### config.mk
export PLATFORM = sky130hd
export DESIGN_NAME = hazard_control_unit_flat
export DESIGN_NICKNAME = d
export VERILOG_FILES = /design/src/rtl/hazard_control_unit_if.sv /design/src/rtl/hazard_control_unit.sv /design/src/flat_wrapper.sv
export SDC_FILE = /design/constraint.sdc
export NUM_CORES = 1
export LEC_CHECK = 0
export CAP_MARGIN = 25
export CORE_MARGIN = 4
export CORE_UTILIZATION = 50
export CTS_CLUSTER_SIZE = 25
export DETAILED_ROUTE_END_ITERATION = 6
export PLACE_DENSITY = 0.93
export SETUP_SLACK_MARGIN = 0.1
export SLEW_MARGIN = 0
export SYNTH_ARGS = -nofsm -noshare
export SYNTH_HDL_FRONTEND = slang
export SYNTH_SLANG_ARGS = --single-unit
export TNS_END_PERCENT = 1
### constraint.sdc
create_clock -name clk_i -period 4.91 [get_ports clk_i]
set_input_delay 0.7365 -clock clk_i [delete_from_list [all_inputs] [get_ports clk_i]]
set_output_delay 0.7365 -clock clk_i [all_outputs]
set_load 0.1 [all_outputs]
### src/rtl/hazard_control_unit_if.sv
// Hazard controller bus: decode/execute side-band signals seen by the hazard
// unit and the stall/invalidate/event-count outputs it returns.
//   slave  : used by hazard_control_unit (consumes pipeline fields, drives stalls)
//   master : used by the pipeline side (drives fields, observes stalls)
// Signals:
//   flush_pipeline_i          redirect from branch/writeback (1 = flush)
//   ex_mem_read_en_i          EX instruction is a valid load
//   ex_reg_dest_addr_i        EX destination register
//   dec_is_valid_i            decode slot holds a valid instruction
//   dec_src_used_i            per-source read enables [0]=src1 [1]=src2 [2]=src3
//   dec_reg_{1,2,3}_source_addr_i  decode source registers
//   stall_fetch_o / stall_decode_o hold fetch and decode
//   hazard_detector_invalidate_o   bubble into EX
//   stall_count_o / flush_count_o  saturating event counters
interface hazard_control_unit_if #(
    parameter int ADDR_WIDTH  = 5,
    parameter int COUNT_WIDTH = 16
);
    logic                   flush_pipeline_i;
    logic                   ex_mem_read_en_i;
    logic [ADDR_WIDTH-1:0]  ex_reg_dest_addr_i;
    logic                   dec_is_valid_i;
    logic [2:0]             dec_src_used_i;
    logic [ADDR_WIDTH-1:0]  dec_reg_1_source_addr_i;
    logic [ADDR_WIDTH-1:0]  dec_reg_2_source_addr_i;
    logic [ADDR_WIDTH-1:0]  dec_reg_3_source_addr_i;
    logic                   stall_fetch_o;
    logic                   stall_decode_o;
    logic                   hazard_detector_invalidate_o;
    logic [COUNT_WIDTH-1:0] stall_count_o;
    logic [COUNT_WIDTH-1:0] flush_count_o;

    modport slave (
        input  flush_pipeline_i, ex_mem_read_en_i, ex_reg_dest_addr_i,
               dec_is_valid_i, dec_src_used_i, dec_reg_1_source_addr_i,
               dec_reg_2_source_addr_i, dec_reg_3_source_addr_i,
        output stall_fetch_o, stall_decode_o, hazard_detector_invalidate_o,
               stall_count_o, flush_count_o
    );

    modport master (
        output flush_pipeline_i, ex_mem_read_en_i, ex_reg_dest_addr_i,
               dec_is_valid_i, dec_src_used_i, dec_reg_1_source_addr_i,
               dec_reg_2_source_addr_i, dec_reg_3_source_addr_i,
        input  stall_fetch_o, stall_decode_o, hazard_detector_invalidate_o,
               stall_count_o, flush_count_o
    );
endinterface

### src/rtl/hazard_control_unit.sv
// Hazard controller at the decode/execute boundary. Detects load-use hazards
// between EX and decode, inserts a one-cycle stall plus bubble, and holds the
// EX invalidate through a flush drain window. Keeps saturating stall/flush
// event counters for performance debug.
// Ports:
//   clk_i    system clock, all state on posedge
//   reset_i  synchronous active-high reset
//   hz       hazard bus (slave side), see hazard_control_unit_if
//
// state          | meaning
// ST_IDLE        | no hazard in progress; flush or load-use hit acted on here
// ST_LOAD_STALL  | bubble sits in EX for one cycle; hit suppressed
// ST_FLUSH_DRAIN | invalidate held while drain counter runs down
module hazard_control_unit #(
    parameter int FLUSH_CYCLES = 2,
    parameter int COUNT_WIDTH  = 16,
    parameter int ADDR_WIDTH   = 5
) (
    input  logic                  clk_i,
    input  logic                  reset_i,
    hazard_control_unit_if.slave  hz
);

    localparam logic       FLUSH_PIPELINE = 1'b1;
    localparam bit         HAS_DRAIN      = (FLUSH_CYCLES > 1);
    localparam logic [3:0] DRAIN_LOAD     = 4'(FLUSH_CYCLES - 1);

    typedef enum logic [1:0] {
        ST_IDLE        = 2'd0,
        ST_LOAD_STALL  = 2'd1,
        ST_FLUSH_DRAIN = 2'd2
    } state_t;

    state_t                 state_q, state_d;
    logic [3:0]             cnt_q, cnt_d;
    logic [COUNT_WIDTH-1:0] stall_cnt_q, flush_cnt_q;

    logic flush;
    logic hit;
    logic stall_d, inv_d;
    logic stall_inc, flush_inc;

    assign flush = (hz.flush_pipeline_i == FLUSH_PIPELINE);

    always_comb begin
        hit = hz.ex_mem_read_en_i & hz.dec_is_valid_i &
              ((hz.dec_src_used_i[0] & (hz.dec_reg_1_source_addr_i == hz.ex_reg_dest_addr_i)) |
               (hz.dec_src_used_i[1] & (hz.dec_reg_2_source_addr_i == hz.ex_reg_dest_addr_i)) |
               (hz.dec_src_used_i[2] & (hz.dec_reg_3_source_addr_i == hz.ex_reg_dest_addr_i)));
    end

    always_comb begin
        state_d   = state_q;
        cnt_d     = cnt_q;
        stall_d   = 1'b0;
        inv_d     = 1'b0;
        stall_inc = 1'b0;
        flush_inc = 1'b0;
        case (state_q)
            ST_IDLE, ST_LOAD_STALL: begin
                if (flush) begin
                    // With a single-cycle flush there is no drain state to visit.
                    inv_d     = 1'b1;
                    flush_inc = 1'b1;
                    state_d   = HAS_DRAIN ? ST_FLUSH_DRAIN : ST_IDLE;
                    cnt_d     = HAS_DRAIN ? DRAIN_LOAD : 4'd0;
                end else if (state_q == ST_IDLE && hit) begin
                    stall_d   = 1'b1;
                    inv_d     = 1'b1;
                    stall_inc = 1'b1;
                    state_d   = ST_LOAD_STALL;
                end else begin
                    state_d   = ST_IDLE;
                end
            end
            ST_FLUSH_DRAIN: begin
                inv_d = 1'b1;
                if (flush) begin
                    flush_inc = 1'b1;
                    cnt_d     = DRAIN_LOAD;
                end else if (cnt_q <= 4'd1) begin
                    state_d   = ST_IDLE;
                    cnt_d     = 4'd0;
                end else begin
                    cnt_d     = cnt_q - 4'd1;
                end
            end
            default: begin
                state_d = ST_IDLE;
                cnt_d   = 4'd0;
            end
        endcase
    end

    always_ff @(posedge clk_i) begin
        if (reset_i) begin
            state_q     <= ST_IDLE;
            cnt_q       <= 4'd0;
            stall_cnt_q <= '0;
            flush_cnt_q <= '0;
        end else begin
            state_q <= state_d;
            cnt_q   <= cnt_d;
            if (stall_inc && (stall_cnt_q != '1))
                stall_cnt_q <= stall_cnt_q + COUNT_WIDTH'(1);
            if (flush_inc && (flush_cnt_q != '1))
                flush_cnt_q <= flush_cnt_q + COUNT_WIDTH'(1);
        end
    end

    // Outputs are combinational so the pipeline registers see them at the next edge.
    assign hz.stall_fetch_o                = stall_d & ~reset_i;
    assign hz.stall_decode_o               = stall_d & ~reset_i;
    assign hz.hazard_detector_invalidate_o = inv_d & ~reset_i;
    assign hz.stall_count_o                = stall_cnt_q;
    assign hz.flush_count_o                = flush_cnt_q;

endmodule

### src/flat_wrapper.sv
// flat-port wrapper written by rule: the top's interface ports become plain ports
module hazard_control_unit_flat 
#(
    parameter int FLUSH_CYCLES = 2,
    parameter int COUNT_WIDTH  = 16,
    parameter int ADDR_WIDTH   = 5
)
  (clk_i, reset_i, hz_flush_pipeline_i, hz_ex_mem_read_en_i, hz_ex_reg_dest_addr_i, hz_dec_is_valid_i, hz_dec_src_used_i, hz_dec_reg_1_source_addr_i, hz_dec_reg_2_source_addr_i, hz_dec_reg_3_source_addr_i, hz_stall_fetch_o, hz_stall_decode_o, hz_hazard_detector_invalidate_o, hz_stall_count_o, hz_flush_count_o);
  hazard_control_unit_if #(.ADDR_WIDTH(ADDR_WIDTH), .COUNT_WIDTH(COUNT_WIDTH)) hz_i ();
  input  logic clk_i;
  input  logic reset_i;
  input wire logic [$bits(hz_i.flush_pipeline_i)-1:0] hz_flush_pipeline_i;
  input wire logic [$bits(hz_i.ex_mem_read_en_i)-1:0] hz_ex_mem_read_en_i;
  input wire logic [$bits(hz_i.ex_reg_dest_addr_i)-1:0] hz_ex_reg_dest_addr_i;
  input wire logic [$bits(hz_i.dec_is_valid_i)-1:0] hz_dec_is_valid_i;
  input wire logic [$bits(hz_i.dec_src_used_i)-1:0] hz_dec_src_used_i;
  input wire logic [$bits(hz_i.dec_reg_1_source_addr_i)-1:0] hz_dec_reg_1_source_addr_i;
  input wire logic [$bits(hz_i.dec_reg_2_source_addr_i)-1:0] hz_dec_reg_2_source_addr_i;
  input wire logic [$bits(hz_i.dec_reg_3_source_addr_i)-1:0] hz_dec_reg_3_source_addr_i;
  output wire logic [$bits(hz_i.stall_fetch_o)-1:0] hz_stall_fetch_o;
  output wire logic [$bits(hz_i.stall_decode_o)-1:0] hz_stall_decode_o;
  output wire logic [$bits(hz_i.hazard_detector_invalidate_o)-1:0] hz_hazard_detector_invalidate_o;
  output wire logic [$bits(hz_i.stall_count_o)-1:0] hz_stall_count_o;
  output wire logic [$bits(hz_i.flush_count_o)-1:0] hz_flush_count_o;
  assign hz_i.flush_pipeline_i = hz_flush_pipeline_i;
  assign hz_i.ex_mem_read_en_i = hz_ex_mem_read_en_i;
  assign hz_i.ex_reg_dest_addr_i = hz_ex_reg_dest_addr_i;
  assign hz_i.dec_is_valid_i = hz_dec_is_valid_i;
  assign hz_i.dec_src_used_i = hz_dec_src_used_i;
  assign hz_i.dec_reg_1_source_addr_i = hz_dec_reg_1_source_addr_i;
  assign hz_i.dec_reg_2_source_addr_i = hz_dec_reg_2_source_addr_i;
  assign hz_i.dec_reg_3_source_addr_i = hz_dec_reg_3_source_addr_i;
  assign hz_stall_fetch_o = hz_i.stall_fetch_o;
  assign hz_stall_decode_o = hz_i.stall_decode_o;
  assign hz_hazard_detector_invalidate_o = hz_i.hazard_detector_invalidate_o;
  assign hz_stall_count_o = hz_i.stall_count_o;
  assign hz_flush_count_o = hz_i.flush_count_o;
  hazard_control_unit #(.FLUSH_CYCLES(FLUSH_CYCLES), .COUNT_WIDTH(COUNT_WIDTH), .ADDR_WIDTH(ADDR_WIDTH)) u_core (.clk_i(clk_i), .reset_i(reset_i), .hz(hz_i));
endmodule
==> out/metrics.yaml <==
routing:
  wire_per_inst_um: 14.6
  first_pass_iters: 5
  drc: 0
  via_count: 2023
  drt_iter0_drc: 153
  antenna_left: 0
  wl_um: 5170
  viasPerCell: 5.70
critical_path:
  crit_fanout: 5
  crit_buf_inv: 2
  worst_ep_required_time_ns: 4.17
  crit_path_max_incr_delay_ns: 0.55
  arrival_ns: 2.56
  slowest_stage: "clkdlybuf4s50_1"
  cp-start-kind: "input port"
  crit_chain: "clkdlybuf4s50_1, xnor2_1, nand4_1, o22ai_2, nor2_1, nor3_1, buf_4"
  reg2reg_from: "u_core.hz.flush_count_o[0]$_SDFFE_PP0P_"
  crit_start: "hz_ex_reg_dest_addr_i[1]"
  end_kind: "output port"
  r2r_setup_slack_ns: 2.67
  path_delay_family: "buffers and inverters"
  crit_type: "input port to output port"
power:
  p_clk_share_pct: 35.3
  power_uw: 626
  ir_drop_mv: 0.163
  power_frac_seq_pct: 50.8
  switchingPower_uw: 161
  power_per_cell_area_nw_per_um2: 225
  comb_power_share_pct: 13.9
  leakagePower_nw: 0.912
  power.internal_uw: 465
  swShare_pct: 25.8
timing:
  hold_viol: 0
  fin_tns_setup_ns: 0
  setup_viol: 0
  max_freq_mhz: 303
  min_period_ns: 3.30
  tightest_slew_ns: 0.977
  finClkSkew_ns: 0.00714
  slew_headroom_pct: 34.7
  setup_ws_ns: 1.61
  finalCritPeriodShare_pct: 67.1
  slew_violations: 0
  rsz0062_at_grt: "false"
synth:
  syn_avg_cell_area_sq_um: 8.46
  synth_cell_type_count: 39
  yosys.cell_count.top_type: "dfxtp_1"
  async_reset_ff_share_pct: 0
  synth-seq-cells: 38
  synth_common_cells: "dfxtp_1, xnor2_1, nor2_1"
  yosys.area.top_type_share_pct: 37.0
  syn_nets: 275
  synth_edf_count: 0
  ys_seq_area_share_pct: 37.0
  syn_area_sq_um: 2060
  synth_top_cell_by_area: "dfxtp_1"
  yosys_most_used_dff: "dfxtp_1"
  yosysWarnings: 0
  ys_top_cells_by_area: "dfxtp_1, xnor2_1, nor2_1"
  synth_cells: 243
cts:
  cts_resized: 0
  cts_hold_buf: 0
  cts_setup_buffers: 0
  cts_root_buf: "clkbuf_8"
  clk_pin_slew_ns: 0.07
  cts_buffers: 5
  cts_tree: "yes"
  clkSinkCount: 38
  clk_latency_ns: 0.29
  cts_buffer_depth: 2
  htreeDepth: 2
global_route:
  grt_overflow_total: 0
  grt_max_degree: 33
  first_global_vias: 2048
  grt_first_pass_wirelength_um: 8890
  grt_antenna_before_repair: 0
  track_usage_pct: 21.0
floorplan:
  initial_core_util_pct: 51.4
  io_pins: 63
  die_x_um: 72.1
  dieArea_sq_um: 5200
  core_sq_um: 4000
  die_y_um: 72.1
  rows: 23
placement:
  dp_hpwl_um: 3810
  pre_cts_slack_ns: 1.60
  port_buffers: 62
  gp_congestion: 0.809
run_status:
  status: "finished, final reports clean"
final_layout:
  fin_nets: 336
  drive_gt1_share_pct: 6.89
  areaGrowthSynthToFinish_pct: 35.2
  insertedDiodeCount: 0
min_path:
  hold_path_class: "flop to flop"
  hold_start: "u_core.hz.stall_count_o[15]$_SDFFE_PP0P_"
run:
  cap_viol_max_count: 0
-- routing by layer --
layer  part of all wire (%)  up-vias  GRT usage [%]
met5                      0        -              0
met4                    1.0        0           5.64
met2                     49       81           36.3
met3                    9.1        7           6.65
met1                     41      938           25.0
li1                       -      997              -
-- metrics by stage --
stage	cells	hold WS [ns]	instance area [sq um]	utilization, %
after CTS	354	0.505	2780	69.4
after detailed placement	346	0.495	2680	67.1
after global placement	345	0.479	2680	66.9
after global routing	355	0.544	2780	69.5
after floorplan	243	0.502	2060	-
final	355	0.504	2780	69.5
-- cells by family (layout without fill, tap and decap cells) --
logic type | Yosys count | in the layout | share of synthesized area [%]
buffers and inverters | 20 | 82 | 4.74
muxes | 2 | 2 | 0.973
xor gates and xnor gates | 31 | 31 | 13.2
and+or+nand+nor | 103 | 103 | 27.0
adders and majority gates | 4 | 4 | 2.43
DFF | 38 | 38 | 37.0
AOI/OAI and AO/OA | 45 | 45 | 14.7
-- layout make-up --
type	count	area, sq um
inverters	9	33.8
clock buffers	7	86.3
clock inverters	1	5.00
multi-input cells	185	1200
well taps	50	62.6
fillers	333	1220
repair buffers	65	633
flip-flops and latches	38	761
-- final timing paths --
check                                                                 to  cells past startpoint
worst max-delay path                                   hz_stall_decode_o                      7
worst min-delay path            u_core.hz.stall_count_o[15]$_SDFFE_PP0P_                      2
worst max register to register  u_core.hz.flush_count_o[15]$_SDFFE_PP0P_                      7
worst min register to register  u_core.hz.stall_count_o[15]$_SDFFE_PP0P_                      2
-- sequential cells by signal (all words and copies together), names as in the netlist --
name,count
u_core.hz.stall_count_o,16
u_core.cnt_q,4
u_core.state_q,2
u_core.hz.flush_count_o,16
-- cell usage in the layout, fill, tap and decap left out, drive strengths merged, types with 5 or more instances in the layout --
cell type | netlist | final
xor2 | 5 | 5
nor3 | 9 | 9
o21ai | 11 | 11
or3 | 6 | 6
o31ai | 5 | 5
a21oi | 17 | 17
nand2 | 13 | 13
dfxtp | 38 | 38
clkbuf | 5 | 8
clkdlybuf4s50 | 0 | 59
buf | 6 | 5
xnor2 | 26 | 26
nand3 | 14 | 14
nand4 | 11 | 11
nor4 | 7 | 7
nor2 | 26 | 26
inv | 9 | 9
-- power by group through the flow --
stage / sequential, mW / combinational, mW / clock, mW
final: 0.318 / 0.0871 / 0.221
after global routing: 0.318 / 0.0937 / 0.238
after CTS: 0.318 / 0.0872 / 0.223
after detailed placement: 0.325 / 0.0865 / 0
after global placement: 0.325 / 0.0842 / 0
after floorplan: 0.335 / 0.0403 / 0
-- worst reg2reg max path, cell delays in order, from the launching register on --
cell and delay, ns:
dfxtp_1 0.53, ha_1 0.26, inv_1 0.07, or2_0 0.36, o311ai_4 0.53, nor4_1 0.14, xnor2_1 0.18, nor2_1 0.05
(Power assumes the default switching activity.)
